<file path="src/rtl/mode1_stream_ctrl_pkg.sv">
// Shared constants and FSM state type for the mode-1 (row max) softmax read controller.
package mode1_stream_ctrl_pkg;

    localparam int          DEF_DATAWIDTH = 16;
    localparam int          DEF_LANES     = 8;
    localparam logic [15:0] NEG_INF       = 16'hFC00;

    typedef enum logic [2:0] {
        IDLE,
        CLEAR,
        READ,
        DRAIN,
        DONE
    } mode1_state_e;

endpackage

</file>
<file path="src/rtl/mode1_lane_pad.sv">
// Lane pad mux: in the last word of a partial row, lanes at or above tail are replaced by -inf
// so that stale SRAM contents cannot win the max.
module mode1_lane_pad
    import mode1_stream_ctrl_pkg::*;
#(
    parameter int DATAWIDTH = DEF_DATAWIDTH,
    parameter int LANES     = DEF_LANES,
    parameter int TAILW     = $clog2(DEF_LANES)
) (
    input  logic [LANES*DATAWIDTH-1:0] i_data,
    input  logic                       i_lastWord,
    input  logic [TAILW-1:0]           i_tail,
    output logic [LANES*DATAWIDTH-1:0] o_data
);

    always_comb begin
        o_data = i_data;
        for (int l = 0; l < LANES; l++) begin
            if (i_lastWord && (i_tail != '0) && (l >= int'(i_tail))) begin
                o_data[l*DATAWIDTH +: DATAWIDTH] = DATAWIDTH'(NEG_INF);
            end
        end
    end

endmodule

</file>
<file path="src/rtl/mode1_stream_ctrl.sv">
// Mode-1 (row max) read controller: streams one row from SRAM into the max tree, drains it, captures the max.
// Build option MODE1_PAD_EN: pad the unused lanes of a partial last word with -inf (otherwise rows must be whole words).
module mode1_stream_ctrl
    import mode1_stream_ctrl_pkg::*;
#(
    parameter int DATAWIDTH = DEF_DATAWIDTH,
    parameter int LANES     = DEF_LANES,
    parameter int ADDRW     = 10,
    parameter int LENW      = 16,
    parameter int RD_LAT    = 1,
    parameter int TREE_LAT  = 2
) (
    input  logic                       clk,
    input  logic                       reset_n,
    input  logic                       start,
    input  logic [ADDRW-1:0]           base_addr,
    input  logic [LENW-1:0]            num_elems,
    output logic                       busy,
    output logic                       done,
    output logic [DATAWIDTH-1:0]       max_out,
    output logic                       rd_en,
    output logic [ADDRW-1:0]           rd_addr,
    input  logic [LANES*DATAWIDTH-1:0] rd_data,
    output logic                       tree_reset,
    output logic                       tree_run,
    output logic [LANES*DATAWIDTH-1:0] tree_inp,
    input  logic [DATAWIDTH-1:0]       tree_outp
);

    localparam int                TAILW      = $clog2(LANES);
    localparam int                DRAINW     = 8;
    localparam logic [DRAINW-1:0] DRAIN_LOAD = DRAINW'(RD_LAT + TREE_LAT - 1);

    mode1_state_e      r_state;
    logic              r_armed;
    logic [LENW-1:0]   r_wordsLeft;
    logic [DRAINW-1:0] r_drainCnt;
    logic [RD_LAT-1:0] r_runSr;
    logic              w_accept;
    logic [LENW-1:0]   w_words;

    assign w_words  = (num_elems >> TAILW) + LENW'(|num_elems[TAILW-1:0]);
    // r_armed keeps a start that coincides with reset release from being taken.
    assign w_accept = start && r_armed && (r_state == IDLE);
    assign tree_run = r_runSr[RD_LAT-1];

    always_ff @(posedge clk or negedge reset_n) begin
        if (!reset_n) begin
            r_state     <= IDLE;
            r_armed     <= 1'b0;
            r_wordsLeft <= '0;
            r_drainCnt  <= '0;
            busy        <= 1'b0;
            done        <= 1'b0;
            rd_en       <= 1'b0;
            rd_addr     <= '0;
            max_out     <= '0;
            tree_reset  <= 1'b1;
        end else begin
            r_armed <= 1'b1;
            done    <= 1'b0;
            case (r_state)
                IDLE: begin
                    tree_reset <= 1'b0;
                    if (w_accept) begin
                        r_state     <= CLEAR;
                        busy        <= 1'b1;
                        tree_reset  <= 1'b1;
                        rd_addr     <= base_addr;
                        r_wordsLeft <= w_words;
                    end
                end
                CLEAR: begin
                    tree_reset <= 1'b0;
                    if (r_wordsLeft != '0) begin
                        r_state <= READ;
                        rd_en   <= 1'b1;
                    end else begin
                        r_state <= DONE;
                        busy    <= 1'b0;
                        done    <= 1'b1;
                        max_out <= '0;
                    end
                end
                READ: begin
                    r_wordsLeft <= r_wordsLeft - LENW'(1);
                    if (r_wordsLeft == LENW'(1)) begin
                        rd_en      <= 1'b0;
                        r_state    <= DRAIN;
                        r_drainCnt <= DRAIN_LOAD;
                    end else begin
                        rd_addr <= rd_addr + ADDRW'(1);
                    end
                end
                DRAIN: begin
                    if (r_drainCnt == '0) begin
                        max_out <= tree_outp;
                        busy    <= 1'b0;
                        done    <= 1'b1;
                        r_state <= DONE;
                    end else begin
                        r_drainCnt <= r_drainCnt - DRAINW'(1);
                    end
                end
                DONE:    r_state <= IDLE;
                default: r_state <= IDLE;
            endcase
        end
    end

    always_ff @(posedge clk or negedge reset_n) begin
        if (!reset_n) begin
            r_runSr <= '0;
        end else begin
            r_runSr <= (r_runSr << 1) | RD_LAT'(rd_en);
        end
    end

`ifdef MODE1_PAD_EN
    logic [RD_LAT-1:0] r_lastSr;
    logic [TAILW-1:0]  r_tail;

    // The last-word flag rides alongside rd_en so it lines up with the returning SRAM word.
    always_ff @(posedge clk or negedge reset_n) begin
        if (!reset_n) begin
            r_lastSr <= '0;
            r_tail   <= '0;
        end else begin
            if (w_accept) begin
                r_tail <= num_elems[TAILW-1:0];
            end
            r_lastSr <= (r_lastSr << 1) | RD_LAT'(rd_en && (r_wordsLeft == LENW'(1)));
        end
    end

    mode1_lane_pad #(
        .DATAWIDTH (DATAWIDTH),
        .LANES     (LANES),
        .TAILW     (TAILW)
    ) u_lanePad (
        .i_data     (rd_data),
        .i_lastWord (r_lastSr[RD_LAT-1]),
        .i_tail     (r_tail),
        .o_data     (tree_inp)
    );
`else
    assign tree_inp = rd_data;
`endif

endmodule
</file>
<file path="config.mk">
export PLATFORM = sky130hd
export DESIGN_NAME = mode1_stream_ctrl
export DESIGN_NICKNAME = d
export VERILOG_FILES = /design/src/rtl/mode1_stream_ctrl_pkg.sv /design/src/rtl/mode1_lane_pad.sv /design/src/rtl/mode1_stream_ctrl.sv
export SDC_FILE = /design/constraint.sdc
export NUM_CORES = 1
export LEC_CHECK = 0
export BUFFER_PORTS_ARGS = -buffer_cell sky130_fd_sc_hd__buf_2
export CAP_MARGIN = 20
export CORE_AREA = 4 4 128 130
export CTS_CLUSTER_DIAMETER = 120
export CTS_CLUSTER_SIZE = 40
export DETAILED_ROUTE_END_ITERATION = 8
export DIE_AREA = 0 0 132 134
export GPL_TIMING_DRIVEN = 1
export SYNTH_ARGS = -nofsm -noshare
export SYNTH_HDL_FRONTEND = slang
export SYNTH_SLANG_ARGS = --single-unit
</file>
<file path="constraint.sdc">
create_clock -name clk -period 1.8 [get_ports clk]
set_input_delay 0.36 -clock clk [delete_from_list [all_inputs] [get_ports clk]]
set_output_delay 0.36 -clock clk [all_outputs]
set_load 0.005 [all_outputs]
</file>
**After elaboration in Yosys (flattened, before gate mapping)**

Cells that the tools add are included.

- Flip-flop bits (word level): 59
- Input port bits: 173
- Word-level logic and storage cells: 73

- Add/sub/neg operators: 4
- Equal/unequal tests: 11
- Multiplexer cells: 28
- Reductions and logical operators: 19

Operator list:

| operator | count |
|---|---|
| case mux 16 bit (2 select lines) | 2 |
| two-way mux 16 bit | 3 |
| two-way mux 10 bit | 2 |
| case mux 10 bit (2 select lines) | 1 |
| equality test 16 x 1 -> 1 bit, second input constant | 1 |
| two-way mux 8 bit | 2 |
| case mux 8 bit (2 select lines) | 1 |
| nonzero test 16 bit | 1 |
| subtractor 16 x 1 -> 16 bit, second input constant | 1 |
| AND reduction 3 bit | 5 |
| adder 13 x 1 -> 14 bit | 1 |
| inequality test 2 bit, second input constant | 7 |
| two-way mux 3 bit | 4 |
| case mux 3 bit (4 select lines) | 1 |
| adder 10 x 1 -> 10 bit, second input constant | 1 |
| nonzero test 2 bit | 5 |
| logical NOT 8 bit | 1 |
| two-way mux 1 bit | 8 |
| subtractor 8 x 1 -> 8 bit, second input constant | 1 |
| equality test 3 x 2 -> 1 bit, second input constant | 2 |
| case mux 1 bit (2 select lines) | 3 |
| AND reduction 4 bit | 1 |
| equality test 3 x 1 -> 1 bit, second input constant | 1 |
| logical NOT 3 bit | 1 |
| other kinds (5) | 6 |

**Longest topological paths before layout**

Gate-level depths: netlist of the first run.

- Word-level depth: 4
- Mapped depth: 8

**Least setup slack after synthesis of the first run**

Ideal clock, no wire load.

- Kind: register to register
- Start point: reg r_drainCnt[0]
- End point: reg max_out[10]
- Data arrival time: 1.755 ns
- Data required time: 1.679 ns
- Path slack: -0.076 ns
- Cell stages (with the launch flop): 9
- Buffers on the path: 1
- Period minus slack after synthesis: 1.876 ns
- Cell sequence: dfrtp_1 -> inv_1 -> ha_1 -> nor4b_4 -> nand2_2 -> nor3_4 -> a31oi_4 -> buf_6 -> a22o_1

- Cells in the longest elaborated chain, start to end: 3

Ends and longest elaborated chain:

| element | line | source |
|---|---|---|
| from (decl) | mode1_stream_ctrl.sv:37 | `logic [DRAINW-1:0] r_drainCnt;` |
| from (signal assigned) | mode1_stream_ctrl.sv:102 | `r_drainCnt <= r_drainCnt - DRAINW'(1);` |
| logical NOT 8 bit | mode1_stream_ctrl.sv:96 | `if (r_drainCnt == '0) begin` |
| inequality test 2 bit (no line) | - |  |
| AND reduction 3 bit (no line) | - |  |
| to (signal assigned) | mode1_stream_ctrl.sv:97 | `max_out <= tree_outp;` |
| to (decl) | mode1_stream_ctrl.sv:20 | `output logic [DATAWIDTH-1:0] max_out,` |

Every way passes these cells.
A chain may end at the register's enable or synchronous reset.

**Worst setup path after layout of the first run**

- Start point: reg r_wordsLeft[11]
- End point: reg r_drainCnt[4]

- Cells in the longest elaborated chain, start to end: 3

Ends and longest elaborated chain:

| element | line | source |
|---|---|---|
| from (decl) | mode1_stream_ctrl.sv:36 | `logic [LENW-1:0] r_wordsLeft;` |
| from (signal assigned) | mode1_stream_ctrl.sv:70 | `r_wordsLeft <= w_words;` |
| from (signal assigned) | mode1_stream_ctrl.sv:86 | `r_wordsLeft <= r_wordsLeft - LENW'(1);` |
| equality test 16 x 1 -> 1 bit | mode1_stream_ctrl.sv:87 | `if (r_wordsLeft == LENW'(1)) begin` |
| inequality test 2 bit (no line) | - |  |
| AND reduction 3 bit (no line) | - |  |

Every way passes these cells.

==> results of run 1 <==
critical path: cells and delay by family, from the launching register on:
family / cells / cell delay [ps]
DFF: 1 / 420
buffers and inverters: 1 / 130
AOI/OAI and AO/OA: 1 / 60
and+or+nand+nor: 4 / 1220
power breakdown:
part	total [mW]	internal, mW	switching, mW
logic	3.98	2.02	1.95
registers	2.42	1.91	0.514
clock network	1.77	1.14	0.621
cell usage in the layout (no fill, tap or decap), drive strengths merged, types with 6 or more instances in the layout:
master,n
a31oi,8
inv,12
xor2,6
ha,8
nor2,21
a22o,18
o21ai,15
a21oi,13
nand2,26
or3,8
dfrtp,58
buf,150
nor3,14
clkbuf,12
nand3,22
worst paths after layout:
check                                            startpoint                   endpoint  cells past startpoint
worst min-delay path                          tree_outp[13]    max_out[13]$_DFFE_PN0P_                      2
worst min register to register            rd_en$_DFFE_PN0P_         tree_run$_DFF_PN0_                      0
worst max register to register  r_wordsLeft[11]$_DFFE_PN0P_  r_drainCnt[4]$_DFFE_PN0P_                      6
max in group asynchronous                           reset_n     tree_reset$_DFFE_PN1P_                      3
min in group asynchronous                           reset_n     rd_addr[5]$_DFFE_PN0P_                      2
worst max-delay path            r_wordsLeft[11]$_DFFE_PN0P_  r_drainCnt[4]$_DFFE_PN0P_                      6
logic make-up after synthesis:
logic type / after synthesis / synth area share
buf+inv: 155 / 0.253
simple gates: 122 / 0.161
compound gates: 103 / 0.184
flops: 59 / 0.346
xor+xnor: 11 / 0.0225
fa+ha+maj: 8 / 0.0234
mux: 4 / 0.00965
other cells: 1 / 0.000877
repair_timing:
action / in CTS / in global routing
endpoints found under the setup margin: 39 / 50
endpoints found under the hold margin: 13 / 0
pin swaps: 14 / 9
resized for setup: 22 / 30
hold buffers: 1 / 0
buffers inserted: 8 / 6
flip-flops by register name (all words and copies together), names as in the netlist, 3 cells and up:
register     count
rd_addr         10
r_state          3
r_wordsLeft     16
max_out         16
r_drainCnt       8
per-stage QoR:
step / area [um2] / utilization / setup WS (ps) / hold WS, ps / cells
2_1_floorplan: 4280 / - / 3.77 / 64.4 / 463
3_3_place_gp: 4330 / 0.286 / -163 / 328 / 644
3_5_place_dp: 4330 / 0.286 / -200 / 330 / 644
4_1_cts: 4790 / 0.316 / -86.1 / 244 / 669
5_1_grt: 4980 / 0.329 / -150 / 250 / 675
6_report: 4980 / 0.329 / -86.3 / 252 / 675
routing by layer:
metal | wire (um) | vias up | GRT usage
li1 | - | 1570 | -
met1 | 4590 | 1647 | 0.149
met2 | 5960 | 128 | 0.225
met3 | 894 | 77 | 0.0420
met4 | 521 | 2 | 0.0764
met5 | 13 | - | 0
layout make-up:
| class | count | area, um2 |
|---|---|---|
| Sequential cell | 59 | 1480 |
| Multi-Input combinational cell | 249 | 1910 |
| Tap cell | 188 | 235 |
| Clock inverter | 4 | 48.8 |
| Timing Repair Buffer | 151 | 1000 |
| Fill cell | 1523 | 10200 |
| Inverter | 12 | 45.0 |
| Clock buffer | 12 | 256 |
==> metrics.md, run 1 <==
| Metric | Value |
|---|---|
| Required time of the critical path | `2070 ps` |
| Async S/R FF share, synth | `1.00` |
| Net count after synthesis | `644` |
| Reg clk slew, reported paths | `50 ps` |
| RSZ-0062 raised after global routing | `yes` |
| Wire length of the first global-routing pass | `18800 um` |
| TritonCTS clock tree | `built` |
| Largest net degree at the start of global routing | `27` |
| Detailed Place HPWL | `9110 um` |
| Highest ir drop seen on vdd | `0.654 mV` |
| Count of endpoints failing hold in the final timing report | `0` |
| Worst R2R Setup Slack | `-90 ps` |
| Area of the placeable core | `15100 um2` |
| P_leak | `2.23 nW` |
| Worst slew pin tran | `565 ps` |
| Slack of the critical path | `-86.3 ps` |
| ANT cells | `0` |
| Remaining global-route overflow | `0` |
| Violations in the final reports | `negative setup slack` |
| Worst rel slew slack | `0.623` |
| Sum of negative setup slack | `-350 ps` |
| # nets final | `663` |
| Netlist cell types | `76` |
| Area share of the largest cell type after synthesis | `0.339` |
| FMAX | `0.530 GHz` |
| Residual antenna-violating net count after detailed routing | `0` |
| Number of buffers created by CTS | `9` |
| Pre-Repair DR Iteration Count | `4` |
| Max Transition Viols Final | `0` |
| Routability congestion estimate | `0.876` |
| Initial antenna violation count | `1` |
| Clock Skew | `9.72 ps` |
| Via density per instance | `5.07` |
| All-Layer GR Usage | `0.133` |
| Post-synthesis cell area | `4280 um2` |
| Capturing element type of the critical path | `register` |
| Biggest fanout along the worst timing path | `5` |
| Vias after detailed routing | `3424` |
| Share of post-route cells with drive strength above 1 | `0.441` |
| Number of buffers inserted by port buffering | `75` |
| Total power after layout | `8.16 mW` |
| Status | `finished, violations left` |
| Master cell of the clock root buffer | `sky130_fd_sc_hd__clkbuf_16` |
| Die height | `134 um` |
| Critical-path cell list | `nor4_4, and4_4, buf_6, a21oi_4, or4b_1, nand2_1` |
| Post-route DRC violation count | `0` |
| Initial Utilization | `0.282` |
| Count of flip-flops with a built-in enable after synthesis | `0` |
| Critical-path cell with the highest stage delay | `sky130_fd_sc_hd__or4b_1` |
| Maximum root-to-sink buffer count | `2` |
| Element type at the critical path start | `register` |
| Sequential element share of the synthesized area | `0.346` |
| Average cell area after synthesis | `9.24 um2` |
| Primary flip-flop cell chosen by synthesis mapping | `sky130_fd_sc_hd__dfrtp_1` |
| Count leader, synth | `sky130_fd_sc_hd__buf_4` |
| Top post-synthesis cells by area | `sky130_fd_sc_hd__dfrtp_1 (34%), sky130_fd_sc_hd__buf_4 (23%), sky130_fd_sc_hd__a22o_1 (3.7%)` |
| Number of cell rows | `45` |
| P&R area growth vs syn | `16.4%` |
| Wirelength, routed | `12000 um` |
| Min cycle time layout | `1890 ps` |
| Commonest cells post-synth | `sky130_fd_sc_hd__buf_4 (129), sky130_fd_sc_hd__dfrtp_1 (58), sky130_fd_sc_hd__nand2_1 (25)` |
| Max-cap violations | `0` |
| Worst endpoint data arrival time | `2150 ps` |
| Number of standard cells after synthesis | `463` |
| Slowest stage delay, CP | `500 ps` |
| Drt initial violations | `165` |
| H-tree depth | `3` |
| Setup-failing EPs final | `17` |
| Share of the cycle needed by the critical path after routing | `1.05` |
| Vias in the first global route | `3475` |
| Clock tree sinks | `59` |
| Cell taking the most area after synthesis | `sky130_fd_sc_hd__dfrtp_1` |
| Kind of critical path | `reg -> reg` |
| Wire length per cell after detailed routing | `17.7 um` |
| I/O pins | `332` |
| Yosys synthesis warning count | `0` |
| Die width | `132 um` |
| Clock insertion delay at the later pin of the skew report | `330 ps` |
| Die area | `17700 um2` |
| Yosys reg bits | `59` |
| Power density normalized to cell area | `1640 nW/um2` |
| Hold WC Path Type | `in -> reg` |
(Power assumes the default switching activity.)
==> run 2, diff against run 1 <==
==> constraint.sdc (replaced) <==
create_clock -name clk -period 2.39 [get_ports clk]
set_input_delay 0.478 -clock clk [delete_from_list [all_inputs] [get_ports clk]]
set_output_delay 0.478 -clock clk [all_outputs]
set_load 0.005 [all_outputs]
==> run 2 against run 1 <==
Against the previous run:
- clock power fell by 28%
- setup slack improved by 390 ps
- the flow now finishes without violations
- sequential power is 21% lower
- first-iteration DRC count is 19% lower
- via count is 7.1% lower
- sequential share of layout area is 5.2 points higher
- hold slack lost 78 ps
- flip-flop and latch count is the same
- maximum frequency is 9.4% lower
- power decreased by 36%
- routed wire length is 10% lower
- count of clock-buffer cells in the layout rose by 1
==> metrics.md, run 2 (synthesis gave the netlist of run 1 again) <==
| Metric | Value |
|---|---|
| Number of post-CTS setup repair buffers | `0` |
| Hold WC Path Type | `in -> async` |
| Share of post-route cells with drive strength above 1 | `0.274` |
| Clock insertion delay at the later pin of the skew report | `320 ps` |
| Wirelength, routed | `10800 um` |
| FMAX | `0.480 GHz` |
| Combinational Power Share | `0.393` |
| Reg clk slew, reported paths | `50 ps` |
| R2r startpoint | `r_state[1]$_DFFE_PN0P_` |
| Post-route DRC violation count | `0` |
| Switching Power | `2.00 mW` |
| Via density per instance | `5.24` |
| Required time of the critical path | `2610 ps` |
| CTS Hold Bufs | `0` |
| H-tree depth | `3` |
| Switching Share | `0.382` |
| Master cell of the clock root buffer | `sky130_fd_sc_hd__clkbuf_16` |
| Wire length of the first global-routing pass | `16700 um` |
| Most common cell after layout, fill and taps aside | `sky130_fd_sc_hd__buf_2` |
| Fillcell total | `1589` |
| CTS-repair resized insts | `0` |
| Routability congestion estimate | `0.802` |
| Setup-failing EPs final | `0` |
| Count of endpoints failing hold in the final timing report | `0` |
| RSZ-0062 raised after global routing | `no` |
| Wire length per cell after detailed routing | `17.7 um` |
| All-Layer GR Usage | `0.118` |
| Highest ir drop seen on vdd | `0.401 mV` |
| Remaining global-route overflow | `0` |
| I/O pins | `332` |
| Initial Utilization | `0.282` |
| P_leak | `1.85 nW` |
| Vias after detailed routing | `3182` |
| Most frequent cells in the layout | `sky130_fd_sc_hd__buf_2 (75), sky130_fd_sc_hd__dfrtp_1 (58), sky130_fd_sc_hd__nand2_1 (25)` |
| Proportion of power drawn by the clock network | `0.244` |
| Max Transition Viols Final | `0` |
| P&R area growth vs syn | `-1.20%` |
| Worst rel slew slack | `0.602` |
| Initial antenna violation count | `0` |
| Status | `complete, no violations` |
| Element type at the critical path start | `register` |
| Die width | `132 um` |
| Post-placement worst setup slack | `311 ps` |
| Min cycle time layout | `2080 ps` |
| Drt initial violations | `134` |
| TritonCTS clock tree | `built` |
| Worst setup path start | `r_state[1]$_DFFE_PN0P_` |
| Area of the placeable core | `15100 um2` |
| Capturing element type of the critical path | `register` |
| Internal cell power | `3.24 mW` |
| Residual antenna-violating net count after detailed routing | `0` |
| Portion of total power attributed to sequential cells | `0.362` |
| Worst R2R Setup Slack | `310 ps` |
| Pre-Repair DR Iteration Count | `4` |
| Worst slew pin tran | `598 ps` |
| Biggest fanout along the worst timing path | `9` |
| Detailed Place HPWL | `8110 um` |
| Maximum root-to-sink buffer count | `2` |
| Sequential cell area | `1480 um2` |
| Largest net degree at the start of global routing | `60` |
| Sum of negative setup slack | `0 ps` |
| # nets final | `596` |
| Number of cell rows | `45` |
| Kind of critical path | `reg -> reg` |
| ANT cells | `0` |
| Die height | `134 um` |
| Slack of the critical path | `307 ps` |
| Worst endpoint data arrival time | `2310 ps` |
| Number of buffers created by CTS | `9` |
| Multi-input combinational cell area | `1720 um2` |
| Max-cap violations | `0` |
| Die area | `17700 um2` |
| Power density normalized to cell area | `1240 nW/um2` |
| Number of buffers inserted by port buffering | `75` |
| Clock tree sinks | `59` |
| Share of the cycle needed by the critical path after routing | `0.871` |
| Vias in the first global route | `3197` |
| Clock Skew | `3.81 ps` |
| Top Registers | `max_out (16), r_wordsLeft (16), rd_addr (10)` |
-- run 2: changes by cell type in the layout (fill, tap and decap cells not counted), moves of 3 or more --
| cell | before | now |
|---|---|---|
| sky130_fd_sc_hd__buf_4 | 66 | 8 |
| sky130_fd_sc_hd__buf_6 | 7 | 0 |
| sky130_fd_sc_hd__nand2_1 | 22 | 25 |
| sky130_fd_sc_hd__nand2_2 | 4 | 1 |
| sky130_fd_sc_hd__nand3_1 | 19 | 22 |
| sky130_fd_sc_hd__nor3_1 | 9 | 12 |
| sky130_fd_sc_hd__nor3_2 | 4 | 1 |
| sky130_fd_sc_hd__o21ai_0 | 9 | 13 |
| sky130_fd_sc_hd__o21ai_1 | 6 | 2 |
-- run 2: layer usage --
| layer | routed length (um) | up-vias | global-route usage | share of wire |
|---|---|---|---|---|
| li1 | - | 1446 | - | - |
| met1 | 4130 | 1511 | 0.130 | 0.38 |
| met2 | 5240 | 148 | 0.196 | 0.49 |
| met3 | 846 | 77 | 0.0334 | 0.079 |
| met4 | 524 | 0 | 0.0840 | 0.049 |
| met5 | 0 | - | 0 | 0 |
-- run 2: worst max-delay path, cell delays in order, from the launching register on --
cell and delay (ps):
sky130_fd_sc_hd__dfrtp_1 480, sky130_fd_sc_hd__nor2b_1 380, sky130_fd_sc_hd__nand2_1 300, sky130_fd_sc_hd__buf_4 260, sky130_fd_sc_hd__nand2_1 200, sky130_fd_sc_hd__a21oi_1 100, sky130_fd_sc_hd__a311oi_1 250
-- run 2: final timing paths --
path | endpoint | cells past startpoint
max reg2reg | r_wordsLeft[5]$_DFFE_PN0P_ | 6
min reg2reg | tree_run$_DFF_PN0_ | 0
max | r_wordsLeft[5]$_DFFE_PN0P_ | 6
max in group asynchronous | tree_reset$_DFFE_PN1P_ | 2
min | r_drainCnt[2]$_DFFE_PN0P_ | 2
min in group clk | max_out[11]$_DFFE_PN0P_ | 2
-- run 2: area by class of cell --
class	count	share of cell area
repair buffers	84	0.108
multi-input cells	249	0.406
flip-flops and latches	59	0.350
well taps	188	0.0557
clock inverters	2	0.00829
inverters	12	0.0107
clock buffers	13	0.0616
-- run 2: power groups by stage --
stage               Sequential (mW)  Clock, mW  Combinational [mW]
finish                         1.90       1.28                2.06
global route                   1.97       1.35                2.29
CTS                            1.89       1.33                2.09
detailed placement             1.90          0                2.08
global placement               1.89          0                2.02
floorplan                      1.81          0                1.58
-- run 2: metrics by stage --
step / util / instance area (um2) / instances / hold slack [ps] / power [mW]
final: 0.279 / 4230 / 607 / 173 / 5.24
after global routing: 0.279 / 4230 / 607 / 210 / 5.61
after CTS: 0.279 / 4230 / 607 / 176 / 5.31
after detailed placement: 0.259 / 3930 / 592 / 454 / 3.98
after global placement: 0.259 / 3930 / 592 / 469 / 3.91
after floorplan: - / 4280 / 463 / 182 / 3.39
==> run 3, diff against run 2 <==
--- a/config.mk
+++ b/config.mk
@@ -5,14 +5,17 @@
 export SDC_FILE = /design/constraint.sdc
 export NUM_CORES = 1
 export LEC_CHECK = 0
+export ABC_AREA = 1
 export BUFFER_PORTS_ARGS = -buffer_cell sky130_fd_sc_hd__buf_2
 export CAP_MARGIN = 20
-export CORE_AREA = 4 4 128 130
+export CORE_AREA = 4 4 125 127
 export CTS_CLUSTER_DIAMETER = 120
 export CTS_CLUSTER_SIZE = 40
 export DETAILED_ROUTE_END_ITERATION = 8
-export DIE_AREA = 0 0 132 134
+export DIE_AREA = 0 0 129 131
+export GPL_ROUTABILITY_DRIVEN = 0
 export GPL_TIMING_DRIVEN = 1
+export SLEW_MARGIN = 20
 export SYNTH_ARGS = -nofsm -noshare
 export SYNTH_HDL_FRONTEND = slang
 export SYNTH_SLANG_ARGS = --single-unit
==> run 3 against run 2 <==
Against the previous run:
- via count grew 11%
- core utilization increased by 3.3 points
- power is 45% lower
- routed wire length shrank 9.2%
- synthesized area is 7.6% higher
- non-clock buffer count is 4 lower
- sequential power decreased by 38%
- first-iteration DRC count grew 72%
- highest routed layer unchanged
- critical path type unchanged
- flip-flop and latch count unchanged
- die area decreased by 4.5%
==> metrics.md, run 3 <==
| Metric | Value |
|---|---|
| Status | `complete, no violations` |
| Initial antenna violation count | `0` |
| Worst R2R Setup Slack | `490 ps` |
| Capturing element type of the critical path | `register` |
| Portion of netlist area occupied by mux cells | `0` |
| Final non-filler cell total | `783` |
| Post-synthesis cell area | `4600 um2` |
| I/O pins | `332` |
| Hold WC Path Type | `in -> async` |
| Count of flip-flops with a built-in enable after synthesis | `0` |
| Top post-synthesis cells by area | `sky130_fd_sc_hd__dfrtp_1 (32%), sky130_fd_sc_hd__buf_4 (21%), sky130_fd_sc_hd__nand2_1 (15%)` |
| Worst setup path start | `r_wordsLeft[1]$_DFFE_PN0P_` |
| Share of the cycle needed by the critical path after routing | `0.796` |
| Post-placement worst setup slack | `321 ps` |
| Compound-cell area share of the yosys netlist | `0.0568` |
| Largest net degree at the start of global routing | `40` |
| Most common cell after layout, fill and taps aside | `sky130_fd_sc_hd__nand2_1` |
| Number of buffers inserted by port buffering | `75` |
| Number of buffers created by CTS | `9` |
| Sequential element share of the synthesized area | `0.321` |
| # nets final | `777` |
| Post-Synth Simple-Gate Area | `0.315` |
| Die area | `16900 um2` |
| Clock Skew | `6.69 ps` |
| FMAX | `0.526 GHz` |
| RSZ-0062 raised after global routing | `no` |
| Maximum root-to-sink buffer count | `2` |
| Post-route DRC violation count | `0` |
| Number of post-CTS setup repair buffers | `0` |
| Min cycle time layout | `1900 ps` |
| Total placed instance area | `4220 um2` |
| Total power after layout | `2.86 mW` |
| Power density normalized to cell area | `636 nW/um2` |
| Pre-Repair DR Iteration Count | `4` |
| Detailed Place HPWL | `7310 um` |
| Die width | `129 um` |
| Area of the placeable core | `14400 um2` |
| Slack of the critical path | `489 ps` |
| Via density per instance | `4.50` |
| Top Registers | `max_out (16), r_wordsLeft (16), rd_addr (10)` |
| Setup-failing EPs final | `0` |
| Remaining global-route overflow | `0` |
| Drt initial violations | `231` |
| Hold slack | `117 ps` |
| Initial Utilization | `0.319` |
| P&R area growth vs syn | `-2.18%` |
| Number of cell rows | `44` |
| TritonCTS clock tree | `built` |
| Max Transition Viols Final | `0` |
| H-tree depth | `3` |
| Most frequent cells in the layout | `sky130_fd_sc_hd__nand2_1 (189), sky130_fd_sc_hd__buf_2 (75), sky130_fd_sc_hd__nand3_1 (63)` |
| Vias in the first global route | `3292` |
| Commonest cells post-synth | `sky130_fd_sc_hd__nand2_1 (189), sky130_fd_sc_hd__buf_4 (130), sky130_fd_sc_hd__nand3_1 (63)` |
| Average cell area after synthesis | `7.14 um2` |
| Clock tree sinks | `59` |
| Cell taking the most area after synthesis | `sky130_fd_sc_hd__dfrtp_1` |
| P_leak | `2.28 nW` |
| Wire length of the first global-routing pass | `16100 um` |
| Netlist cell types | `38` |
| Max-cap violations | `0` |
| Reg clk slew, reported paths | `50 ps` |
| Count of endpoints failing hold in the final timing report | `0` |
| Main combinational cell family by area after synthesis | `simple AND/OR/NAND/NOR gates` |
| Primary flip-flop cell chosen by synthesis mapping | `sky130_fd_sc_hd__dfrtp_1` |
| Residual antenna-violating net count after detailed routing | `0` |
| Required time of the critical path | `2600 ps` |
| Net count after synthesis | `825` |
| Yosys reg bits | `59` |
| Wire length per cell after detailed routing | `12.5 um` |
| Worst endpoint data arrival time | `2110 ps` |
| Post-Synth XOR/XNOR Area | `0.0152` |
| Depth of the worst register-to-register path | `9` |
| Highest ir drop seen on vdd | `0.261 mV` |
| End-of-flow core utilization | `0.312` |
| CTS-repair resized insts | `0` |
| All-Layer GR Usage | `0.120` |
| Fillcell total | `1611` |
| R2r startpoint | `r_wordsLeft[1]$_DFFE_PN0P_` |
| Count leader, synth | `sky130_fd_sc_hd__nand2_1` |
| CTS Hold Bufs | `0` |
| Cells after DPL | `769` |
| Master cell of the clock root buffer | `sky130_fd_sc_hd__clkbuf_16` |
| Sum of negative setup slack | `0 ps` |
| Critical register-to-register path endpoint | `rd_addr[9]$_DFFE_PN0P_` |
| Die height | `131 um` |
| Post-layout instance area | `4500 um2` |
| Destination of the critical timing path | `rd_addr[9]$_DFFE_PN0P_` |
| Vias after detailed routing | `3524` |
| Async S/R FF share, synth | `1.00` |
| Wirelength, routed | `9760 um` |
| Biggest fanout along the worst timing path | `13` |
| Kind of critical path | `reg -> reg` |
| Number of standard cells after synthesis | `644` |
| Element type at the critical path start | `register` |
| Adder-cell share of the synthesized area | `0.0218` |
| ANT cells | `0` |
| Area share of the largest cell type after synthesis | `0.315` |
| Clock insertion delay at the later pin of the skew report | `320 ps` |
| Share of post-route cells with drive strength above 1 | `0.199` |
| Yosys synthesis warning count | `0` |
run 3: cell types whose count changed in the layout (fill, tap and decap cells not counted), sizes merged, moves of 7 or more:
| cell | delta |
|---|---|
| nor3 | -10 |
| nand3 | +42 |
| nand2 | +167 |
| o21ai | +10 |
| a22o | -18 |
| nor2 | +36 |
| or3 | -7 |
| inv | +41 |
| a31oi | -7 |
run 3: logic make-up after synthesis:
family,count (synthesis)
compound gates,42
xor+xnor,8
fa+ha+maj,8
buf+inv,192
flops,59
other cells,1
simple gates,334
run 3: cell type report:
class | instances | area [um2] | share of cell area
multi-input combinational | 393 | 1890 | 0.419
clock inverter | 3 | 40.0 | 0.00890
clock buffer | 11 | 243 | 0.0539
timing repair buffer | 80 | 425 | 0.0945
tap | 184 | 230 | 0.0512
inverter | 53 | 199 | 0.0442
sequential | 59 | 1480 | 0.328
run 3: routing by layer:
metal / up-vias / wire [um] / track usage
li1: 1800 / - / -
met1: 1577 / 4480 / 0.158
met2: 117 / 4120 / 0.173
met3: 30 / 940 / 0.0488
met4: 0 / 220 / 0.0482
met5: - / 0 / 0
run 3: how the worst min path moves through the flow:
stage,start,endpoint,slack [ps],cells after the start
6_report,reset_n,max_out[1]$_DFFE_PN0P_,120,1
5_1_grt,reset_n,max_out[1]$_DFFE_PN0P_,160,1
3_3_place_gp,rd_en$_DFFE_PN0P_,tree_run$_DFF_PN0_,390,0
4_1_cts,reset_n,max_out[1]$_DFFE_PN0P_,120,1
3_5_place_dp,rd_en$_DFFE_PN0P_,tree_run$_DFF_PN0_,400,0
2_1_floorplan,reset_n,busy$_DFFE_PN0P_,180,0
run 3: where the power goes:
group | total (mW) | switching, mW | internal (mW)
clock network | 1.24 | 0.425 | 0.818
logic | 0.440 | 0.259 | 0.181
registers | 1.18 | 0.0982 | 1.08
run 3: critical path: stages (launching register included):
cell                      delay (ps)
sky130_fd_sc_hd__dfrtp_1         390
sky130_fd_sc_hd__inv_1           110
sky130_fd_sc_hd__ha_1            150
sky130_fd_sc_hd__nand2_1          50
sky130_fd_sc_hd__nor2_1          110
sky130_fd_sc_hd__nand2_1         120
sky130_fd_sc_hd__nand2_2         230
sky130_fd_sc_hd__nand2_1         360
sky130_fd_sc_hd__nand3_1         190
sky130_fd_sc_hd__nand2_1          60
